[config.mk]
export PLATFORM = sky130hd
export DESIGN_NAME = four_phase_tx_flat
export DESIGN_NICKNAME = d
export VERILOG_FILES = /design/src/rtl/four_phase_tx_pkg.sv /design/src/rtl/four_phase_tx_if.sv /design/src/rtl/four_phase_tx_sync.sv /design/src/rtl/four_phase_tx.sv /design/src/flat_wrapper.sv
export SDC_FILE = /design/constraint.sdc
export NUM_CORES = 1
export LEC_CHECK = 0
export CAP_MARGIN = 20
export CORE_ASPECT_RATIO = 1.2
export CORE_UTILIZATION = 52
export CTS_CLUSTER_SIZE = 16
export DETAILED_ROUTE_END_ITERATION = 10
export GPL_TIMING_DRIVEN = 0
export PLACE_DENSITY = 0.85
export SYNTH_ARGS = -nofsm -noshare
export SYNTH_HDL_FRONTEND = slang
export SYNTH_SLANG_ARGS = --single-unit
export TNS_END_PERCENT = 5
[constraint.sdc]
create_clock -name clk -period 1.95 [get_ports clk]
set_clock_uncertainty 0.05 [all_clocks]
set_input_delay 0.39 -clock clk [delete_from_list [all_inputs] [get_ports clk]]
set_output_delay 0.39 -clock clk [all_outputs]
set_load 0.01 [all_outputs]
[src/rtl/four_phase_tx_pkg.sv]
// Shared definitions for the 4-phase bundled-data sender: FSM encodings and counter width.
package four_phase_pkg;

    localparam int unsigned CNT_W = 8;
    localparam int unsigned ST_W  = 3;

    typedef logic [ST_W-1:0] state_t;

    localparam logic [2:0] ST_IDLE    = 3'd0;
    localparam logic [2:0] ST_SETUP   = 3'd1;
    localparam logic [2:0] ST_WAIT_HI = 3'd2;
    localparam logic [2:0] ST_WAIT_LO = 3'd3;
    localparam logic [2:0] ST_ERR     = 3'd4;

endpackage

[src/rtl/four_phase_tx_if.sv]
// Upstream valid/ready port plus the req/ack/data bundled-data channel.
interface four_phase_tx_if #(
    parameter int unsigned DATA_W = 4
);
    logic              in_valid;
    logic              in_ready;
    logic [DATA_W-1:0] in_data;
    logic              ch_req;
    logic [DATA_W-1:0] ch_data;
    logic              ch_ack;

    // master: the sending bridge; slave: upstream producer and channel receiver
    modport master (
        input  in_valid, in_data, ch_ack,
        output in_ready, ch_req, ch_data
    );
    modport slave (
        output in_valid, in_data, ch_ack,
        input  in_ready, ch_req, ch_data
    );
endinterface

[src/rtl/four_phase_tx_sync.sv]
// Multi-flop synchronizer for an asynchronous single-bit input, cleared to 0 by reset.
module sync_ff #(
    parameter int unsigned STAGES = 2
) (
    input  logic clk,
    input  logic rst_n,
    input  logic d_i,
    output logic q_o
);
    logic [STAGES-1:0] sync_q;

    always_ff @(posedge clk or negedge rst_n) begin
        if (!rst_n) begin
            sync_q <= '0;
        end else begin
            sync_q <= {sync_q[STAGES-2:0], d_i};
        end
    end

    assign q_o = sync_q[STAGES-1];

endmodule

[src/rtl/four_phase_tx.sv]
// Clocked valid/ready to 4-phase return-to-zero bundled-data sender.
// All channel outputs come from flops; ch_ack is only ever seen through the synchronizer.
module four_phase_tx
    import four_phase_pkg::*;
#(
    parameter int unsigned DATA_W      = 4,
    parameter int unsigned SYNC_STAGES = 2,
    parameter int unsigned SETUP_CYC   = 1,
    parameter int unsigned TIMEOUT     = 255
) (
    input  logic             clk,
    input  logic             rst_n,
    four_phase_tx_if.master  bus,
    input  logic             err_clr,
    output logic             busy,
    output logic             timeout_err,
    output logic [CNT_W-1:0] tx_count
);
    localparam logic [CNT_W-1:0] SETUP_LAST = CNT_W'(SETUP_CYC - 1);
    localparam logic [CNT_W-1:0] PHASE_LAST = CNT_W'(TIMEOUT - 1);

    logic              ack_s;
    logic              sync_primed;
    state_t            state_q,    state_d;
    logic [CNT_W-1:0]  cnt_q,      cnt_d;
    logic [CNT_W-1:0]  tx_cnt_q,   tx_cnt_d;
    logic [DATA_W-1:0] ch_data_q,  ch_data_d;
    logic              ch_req_q,   ch_req_d;
    logic              in_ready_q, in_ready_d;
    logic              busy_q,     busy_d;
    logic              err_q,      err_d;

    sync_ff #(.STAGES(SYNC_STAGES)) u_ack_sync (
        .clk   (clk),
        .rst_n (rst_n),
        .d_i   (bus.ch_ack),
        .q_o   (ack_s)
    );

    // ack_s reads 0 until the chain has filled after reset, so hold off in_ready until it has
    sync_ff #(.STAGES(SYNC_STAGES)) u_prime_sync (
        .clk   (clk),
        .rst_n (rst_n),
        .d_i   (1'b1),
        .q_o   (sync_primed)
    );

    always_ff @(posedge clk or negedge rst_n) begin
        if (!rst_n) begin
            state_q    <= ST_IDLE;
            cnt_q      <= '0;
            tx_cnt_q   <= '0;
            ch_data_q  <= '0;
            ch_req_q   <= 1'b0;
            in_ready_q <= 1'b0;
            busy_q     <= 1'b0;
            err_q      <= 1'b0;
        end else begin
            state_q    <= state_d;
            cnt_q      <= cnt_d;
            tx_cnt_q   <= tx_cnt_d;
            ch_data_q  <= ch_data_d;
            ch_req_q   <= ch_req_d;
            in_ready_q <= in_ready_d;
            busy_q     <= busy_d;
            err_q      <= err_d;
        end
    end

    always_comb begin
        state_d   = state_q;
        ch_data_d = ch_data_q;
        tx_cnt_d  = tx_cnt_q;

        case (state_q)
            ST_IDLE: begin
                if (bus.in_valid && in_ready_q) begin
                    ch_data_d = bus.in_data;
                    state_d   = ST_SETUP;
                end
            end
            ST_SETUP: begin
                if (cnt_q == SETUP_LAST) begin
                    state_d = ST_WAIT_HI;
                end
            end
            ST_WAIT_HI: begin
                if (ack_s) begin
                    state_d = ST_WAIT_LO;
                end else if (cnt_q == PHASE_LAST) begin
                    state_d = ST_ERR;
                end
            end
            ST_WAIT_LO: begin
                if (!ack_s) begin
                    tx_cnt_d = tx_cnt_q + CNT_W'(1);
                    state_d  = ST_IDLE;
                end else if (cnt_q == PHASE_LAST) begin
                    state_d = ST_ERR;
                end
            end
            ST_ERR: begin
                if (err_clr && !ack_s) begin
                    state_d = ST_IDLE;
                end
            end
            default: begin
                state_d = ST_IDLE;
            end
        endcase

        // Phase counter restarts on every state change and saturates while a state is held
        if (state_d != state_q) begin
            cnt_d = '0;
        end else if (cnt_q == '1) begin
            cnt_d = cnt_q;
        end else begin
            cnt_d = cnt_q + CNT_W'(1);
        end

        ch_req_d   = (state_d == ST_WAIT_HI);
        in_ready_d = (state_d == ST_IDLE) && !ack_s && sync_primed;
        busy_d     = (state_d != ST_IDLE);
        err_d      = (state_d == ST_ERR);
    end

    assign bus.in_ready = in_ready_q;
    assign bus.ch_req   = ch_req_q;
    assign bus.ch_data  = ch_data_q;
    assign busy         = busy_q;
    assign timeout_err  = err_q;
    assign tx_count     = tx_cnt_q;

endmodule
[src/flat_wrapper.sv]
// flat-port wrapper written by rule: the top's interface ports become plain ports
module four_phase_tx_flat import four_phase_pkg::*;
#(
    parameter int unsigned DATA_W      = 4,
    parameter int unsigned SYNC_STAGES = 2,
    parameter int unsigned SETUP_CYC   = 1,
    parameter int unsigned TIMEOUT     = 255
)
  (clk, rst_n, err_clr, busy, timeout_err, tx_count, bus_in_valid, bus_in_data, bus_ch_ack, bus_in_ready, bus_ch_req, bus_ch_data);
  four_phase_tx_if #(.DATA_W(DATA_W)) bus_i ();
  input  logic clk;
  input  logic rst_n;
  input  logic err_clr;
  output logic busy;
  output logic timeout_err;
  output logic [CNT_W-1:0] tx_count;
  input wire logic [$bits(bus_i.in_valid)-1:0] bus_in_valid;
  input wire logic [$bits(bus_i.in_data)-1:0] bus_in_data;
  input wire logic [$bits(bus_i.ch_ack)-1:0] bus_ch_ack;
  output wire logic [$bits(bus_i.in_ready)-1:0] bus_in_ready;
  output wire logic [$bits(bus_i.ch_req)-1:0] bus_ch_req;
  output wire logic [$bits(bus_i.ch_data)-1:0] bus_ch_data;
  assign bus_i.in_valid = bus_in_valid;
  assign bus_i.in_data = bus_in_data;
  assign bus_i.ch_ack = bus_ch_ack;
  assign bus_in_ready = bus_i.in_ready;
  assign bus_ch_req = bus_i.ch_req;
  assign bus_ch_data = bus_i.ch_data;
  four_phase_tx #(.DATA_W(DATA_W), .SYNC_STAGES(SYNC_STAGES), .SETUP_CYC(SETUP_CYC), .TIMEOUT(TIMEOUT)) u_core (.clk(clk), .rst_n(rst_n), .bus(bus_i), .err_clr(err_clr), .busy(busy), .timeout_err(timeout_err), .tx_count(tx_count));
endmodule
==> results of run 1 <==
## sequential cells by signal (all words and copies together), names as in the netlist
register and cells:
u_core.u_ack_sync.sync_q 2, u_core.busy 1, u_core.bus.ch_data 4, u_core.tx_count 8
u_core.cnt_q 8, u_core.state_q 3, u_core.bus.in_ready 1, u_core.bus.ch_req 1
u_core.timeout_err 1, u_core.u_prime_sync.sync_q 2
## worst max-delay path: stages, from the launching register on
cell and delay [ns]:
dfrtp_1 0.39, inv_1 0.09, ha_1 0.19, and3_1 0.22, and2_4 0.19, o221a_4 0.35
nor4_4 0.30
## final timing paths
path                                                       start                                    end  slack [ns]  depth (start not counted)
setup reg to reg                     u_core.cnt_q[0]$_DFFE_PN0P_            u_core.cnt_q[2]$_DFFE_PN0P_        0.09                          6
max in group asynchronous                                  rst_n            u_core.bus.ch_req$_DFF_PN0_        0.87                          2
hold reg to reg            u_core.u_ack_sync.sync_q[0]$_DFF_PN0_  u_core.u_ack_sync.sync_q[1]$_DFF_PN0_        0.31                          0
setup / recovery                     u_core.cnt_q[0]$_DFFE_PN0P_            u_core.cnt_q[2]$_DFFE_PN0P_        0.09                          6
hold / removal             u_core.u_ack_sync.sync_q[0]$_DFF_PN0_  u_core.u_ack_sync.sync_q[1]$_DFF_PN0_        0.31                          0
min in group asynchronous                                  rst_n      u_core.bus.ch_data[3]$_DFFE_PN0P_        0.44                          1
## final cells by class
| cell class | instances | area share, % |
|---|---|---|
| sequential | 31 | 40.1 |
| tap | 34 | 2.20 |
| timing repair buffer | 25 | 13.8 |
| inverter | 7 | 1.36 |
| clock inverter | 1 | 0.259 |
| buffer | 5 | 1.88 |
| multi-input combinational | 88 | 38.0 |
| clock buffer | 7 | 2.33 |
## per-layer routing
layer	wire length (um)	GRT usage, %	vias up
met5	0	0	-
met4	76	12.0	0
met3	132	6.33	9
met2	1570	37.4	31
met1	1210	25.2	559
li1	-	-	540
## kinds of logic after synthesis
| group | synth area share (%) |
|---|---|
| simple gates | 21.8 |
| buf+inv | 4.01 |
| mux | 4.25 |
| xor+xnor | 5.05 |
| flops | 49.7 |
| other cells | 0.240 |
| fa+ha+maj | 3.21 |
| compound gates | 11.8 |
## per-stage QoR
stage,cell area [sq um],power [W],setup slack (ns)
CTS,1920,0.00225,0.00314
finish,1930,0.00223,0.0852
global placement,1840,0.00185,-0.0656
floorplan,1560,0.00154,0.224
detailed placement,1870,0.00190,-0.0526
global route,1930,0.00238,0.00253
## timing repair
action,CTS,global route
hold endpoints to repair,0,0
setup buffers,0,0
resized for setup,0,2
hold buffers,0,0
endpoints found under the setup margin,0,8
## placed cells by master (no fill, tap or decap), types with 2 or more instances in the layout
cell              n
a21oi_1           4
buf_2             2
and4_1            3
clkbuf_4          5
nor3_1            4
dfrtp_1          31
nand4_1           4
nand2_1           9
inv_1             7
nand3_1           9
clkdlybuf4s50_1  24
buf_4             2
nor2_1            3
and3_1            3
ha_1              4
clkbuf_1          2
xnor2_1           8
mux2_2            5
a31oi_1           2
nor3b_1           2
a2111oi_2         2
nor4_4            3
## power groups by stage
stage	registers (W)	clock network [W]	logic (W)
after floorplan	0.000969	0	0.000570
after global placement	0.000930	0	0.000922
after detailed placement	0.000942	0	0.000962
after CTS	0.000929	0.000358	0.000966
after global routing	0.000953	0.000379	0.00105
final	0.000927	0.000341	0.000964
==> flow_metrics.env, run 1 <==
export IMPL_status="finished, final reports clean"
export IMPL_power_density_nw_per_um2=1150
export IMPL_p_comb_share_pct=43.2
export IMPL_switchingPower_w=0.000789
export IMPL_dieWidth_um=52.0
export IMPL_drive_gt1_share_pct=18.3
export IMPL_multi_input_area_sq_um=736
export IMPL_syn_avg_cell_area_sq_um=11.9
export IMPL_dp_cells=190
export IMPL_grt_pass1_vias=1129
export IMPL_portBuffers=24
export IMPL_yosysMostFrequentCell="dfrtp_1"
export IMPL_relSlewSlack_pct=50.8
export IMPL_synth_top_flop_cell="dfrtp_1"
export IMPL_crit_type="reg2reg"
export IMPL_fmax_mhz=536
export IMPL_ys_top_cells_by_area="dfrtp_1 50%, xnor2_1 4.5%, nor4_4 4.1%"
export IMPL_syn_nets=144
export IMPL_clk_latency_ns=0.32
export IMPL_p_int_w=0.00144
export IMPL_critPathArrivalTime_ns=2.05
export IMPL_wl_per_cell_um=15.1
export IMPL_setup_viol=0
export IMPL_yosysTopAreaCell="dfrtp_1"
export IMPL_worstMarginPinSlew_ns=0.735
export IMPL_whs_ns=0.311
export IMPL_cp_required_ns=2.13
export IMPL_drt_iter0_markers=30
export IMPL_grt_first_pass_wirelength_um=5000
export IMPL_finalMaxSlewViolations=0
export IMPL_grt_max_degree=18
export IMPL_start_util_pct=55.5
export IMPL_synth_commonest_cells="31 x dfrtp_1, 9 x nand2_1, 9 x nand3_1"
export IMPL_rsz0062_at_grt="false"
export IMPL_period_needed_ns=1.86
export IMPL_diodes=0
export IMPL_fp_coreArea_sq_um=2810
export IMPL_seq_area_frac_synth_pct=49.7
export IMPL_yosysUniqueCellTypes=43
export IMPL_die_area_sq_um=3230
export IMPL_num_vias=1139
export IMPL_leakagePower_nw=0.829
export IMPL_drc=0
export IMPL_yosysWarningCount=0
export IMPL_hold_path_class="reg2reg"
export IMPL_drtPass1Iterations=4
export IMPL_finalCritPeriodShare_pct=95.6
export IMPL_nets=176
export IMPL_utilization_pct=68.8
export IMPL_netlist_instances=131
export IMPL_ir_worst_vdd_v=0.000838
export IMPL_clk_pin_slew_worst_paths_ns=0.09
export IMPL_ys_async_sr_fraction_pct=100
export IMPL_antenna_found_initial=0
export IMPL_synth_top_area_share_pct=49.7
export IMPL_ant_nets=0
export IMPL_setup_tns_ns=0
export IMPL_die_h_um=62.0
export IMPL_wl_um=2990
export IMPL_worstSetupEndpointType="register"
export IMPL_swShare_pct=35.3
export IMPL_netlist_area_sq_um=1560
export IMPL_viasPerCell=5.75
export IMPL_cap_violations=0
export IMPL_grt_usage_pct=22.0
export IMPL_area_growth_pct=23.9
export IMPL_seqCellArea_sq_um=776
export IMPL_p_seq_share_pct=41.5
export IMPL_synth_seq_cells=31
export IMPL_worstPathMaxFanout=8
export IMPL_clock_power_share_pct=15.3
export IMPL_htree_levels=2
export IMPL_clkSinkCount=31
export IMPL_clockRootBuffer="clkbuf_4"
export IMPL_tritoncts="done"
export IMPL_cts_buffers=5
export IMPL_overflow=0
export IMPL_cp_start_kind="register"
export IMPL_layoutNonFillerInstCount=198
export IMPL_post_dp_hpwl_um=2230
export IMPL_cts_max_path_buffers=2
export IMPL_num_rows=21
export IMPL_gp_congestion=0.821
export IMPL_synth_edff_count=0
export IMPL_ios=25
export IMPL_nFillCells=211
export IMPL_final_hold_violation_count=0
Power figures use the tool's default switching activity.
==> inputs of run 2 (changes only) <==
CORE_ASPECT_RATIO = 2   (was 1.2)
RECOVER_POWER = 50   (was unset)
==> run 2 against run 1 <==
Compared with the run above:
- worst setup slack better by 0.022 ns
- clock power rose by 92%
- first-iteration DRC count decreased by 40%
- core utilization is 1.5 points higher
- count of clock-buffer cells in the layout is 1 lower
- sequential power increased by 0.6%
- sequential cell count unchanged
- die area increased by 0.38%
- sequential share of layout area fell by 0.76 points
==> flow_metrics.env, run 2 (synthesis gave the netlist of run 1 again) <==
export IMPL_status="finished, final reports clean"
export IMPL_worstMarginPinSlew_ns=0.691
export IMPL_grt_first_pass_wirelength_um=5200
export IMPL_overflow=0
export IMPL_ant_nets=0
export IMPL_drc=0
export IMPL_grt_usage_pct=24.1
export IMPL_num_rows=27
export IMPL_die_area_sq_um=3240
export IMPL_wl_um=3240
export IMPL_diodes=0
export IMPL_tritoncts="done"
export IMPL_postCtsSetupRepairBufs=0
export IMPL_rsz0062_at_grt="false"
export IMPL_drt_iter0_markers=18
export IMPL_drtPass1Iterations=4
export IMPL_nets=176
export IMPL_cts_max_path_buffers=2
export IMPL_whs_ns=0.302
export IMPL_cap_violations=0
export IMPL_post_cts_hold_buffer_count=0
export IMPL_setup_viol=0
export IMPL_fp_coreArea_sq_um=2800
export IMPL_relSlewSlack_pct=53.8
export IMPL_fmax_mhz=543
export IMPL_final_cell_mix="31 x dfrtp_1, 22 x clkdlybuf4s50_1, 9 x nand3_1, 9 x nand2_1, 8 x xnor2_1"
export IMPL_period_needed_ns=1.84
export IMPL_drive_gt1_share_pct=18.3
export IMPL_dieWidth_um=40.8
export IMPL_area_growth_pct=26.3
export IMPL_cp_start_kind="register"
export IMPL_setup_tns_ns=0
export IMPL_crit_type="reg2reg"
export IMPL_power_density_nw_per_um2=1300
export IMPL_clkSinkCount=31
export IMPL_worstPathMaxFanout=9
export IMPL_finalCritPeriodShare_pct=94.5
export IMPL_place_ws_ns=-0.0481
export IMPL_hold_path_class="reg2reg"
export IMPL_clk_pin_slew_worst_paths_ns=0.06
export IMPL_viasPerCell=6.01
export IMPL_antenna_found_initial=0
export IMPL_worstSetupEndpointType="register"
export IMPL_cts_buffers=5
export IMPL_ir_worst_vdd_v=0.000932
export IMPL_gp_congestion=0.905
export IMPL_wl_per_cell_um=16.8
export IMPL_r2r_cells=5
export IMPL_ios=25
export IMPL_clk_latency_ns=0.29
export IMPL_leakagePower_nw=0.851
export IMPL_final_hold_violation_count=0
export IMPL_htree_levels=2
export IMPL_die_h_um=79.5
export IMPL_placed_area_sq_um=1850
export IMPL_grt_max_degree=17
export IMPL_nFillCells=215
export IMPL_min_path_cells=0
export IMPL_final_design_area_no_fill_sq_um=1970
export IMPL_critPathArrivalTime_ns=1.98
export IMPL_grt_pass1_vias=1167
export IMPL_start_util_pct=55.7
export IMPL_cp_required_ns=2.08
export IMPL_layout_commonest_cell="dfrtp_1"
export IMPL_finalMaxSlewViolations=0
export IMPL_num_vias=1159
export IMPL_setup_ws_ns=0.107
export IMPL_portBuffers=24
export IMPL_clockRootBuffer="clkbuf_8"
export IMPL_post_dp_hpwl_um=2460
## run 2: cell types whose count changed in the layout (fill, tap and decap cells not counted), sizes merged
cell	previous run	this run
clkdlybuf4s50	24	22
clkbuf	7	8
dlygate4sd3	0	2
buf	6	4
bufinv	0	1
## run 2: stage by stage
step                      power, W  cells  util [%]
after floorplan            0.00154    131         -
after global placement     0.00186    184      65.6
after detailed placement   0.00192    185      66.1
after CTS                  0.00258    193      70.5
after global routing       0.00269    193      70.3
final                      0.00257    193      70.3
## run 2: layer usage
| metal | wire length, um | global-route usage, % | part of all wire [%] |
|---|---|---|---|
| met5 | 0 | 0 | 0 |
| met4 | 89 | 11.3 | 2.7 |
| met3 | 85 | 5.85 | 2.6 |
| met2 | 1910 | 42.5 | 59 |
| met1 | 1160 | 23.6 | 36 |
## run 2: final timing paths
path	start	endpoint	slack, ns
min reg2reg	u_core.u_prime_sync.sync_q[0]$_DFF_PN0_	u_core.u_prime_sync.sync_q[1]$_DFF_PN0_	0.30
min in group asynchronous	rst_n	u_core.state_q[0]$_DFF_PN0_	0.53
max in group asynchronous	rst_n	u_core.tx_count[6]$_DFFE_PN0P_	0.46
max	u_core.state_q[2]$_DFF_PN0_	u_core.cnt_q[1]$_DFFE_PN0P_	0.11
max reg2reg	u_core.state_q[2]$_DFF_PN0_	u_core.cnt_q[1]$_DFFE_PN0P_	0.11
min	u_core.u_prime_sync.sync_q[0]$_DFF_PN0_	u_core.u_prime_sync.sync_q[1]$_DFF_PN0_	0.30
## run 2: worst max-delay path, cell delays in order, from the launching register on
cell and delay (ns):
dfrtp_1 0.36, clkbuf_1 0.22, nor2b_1 0.33, nand3_1 0.14
o221a_4 0.37, a2111oi_4 0.27
## run 2: what timing repair did
action,CTS,global route
endpoints found under the setup margin,2,1
endpoints found under the hold margin,0,0
pin swaps,0,1
gates resized for setup,1,1
## run 2: final cells by class
type,count,area [sq um],share of cell area (%)
multi-input combinational,88,736,37.3
inverter,7,26.3,1.33
sequential,31,776,39.3
tap,29,36.3,1.84
clock inverter,2,35.0,1.78
timing repair buffer,25,245,12.4
buffer,5,35.0,1.78
clock buffer,6,82.6,4.19
## run 2: power by group
part | total (W) | switching, W | internal [W]
registers | 0.000933 | 0.000132 | 0.000801
logic | 0.000979 | 0.000479 | 0.000500
clock network | 0.000654 | 0.000241 | 0.000413
total | 0.00257 | 0.000852 | 0.00171
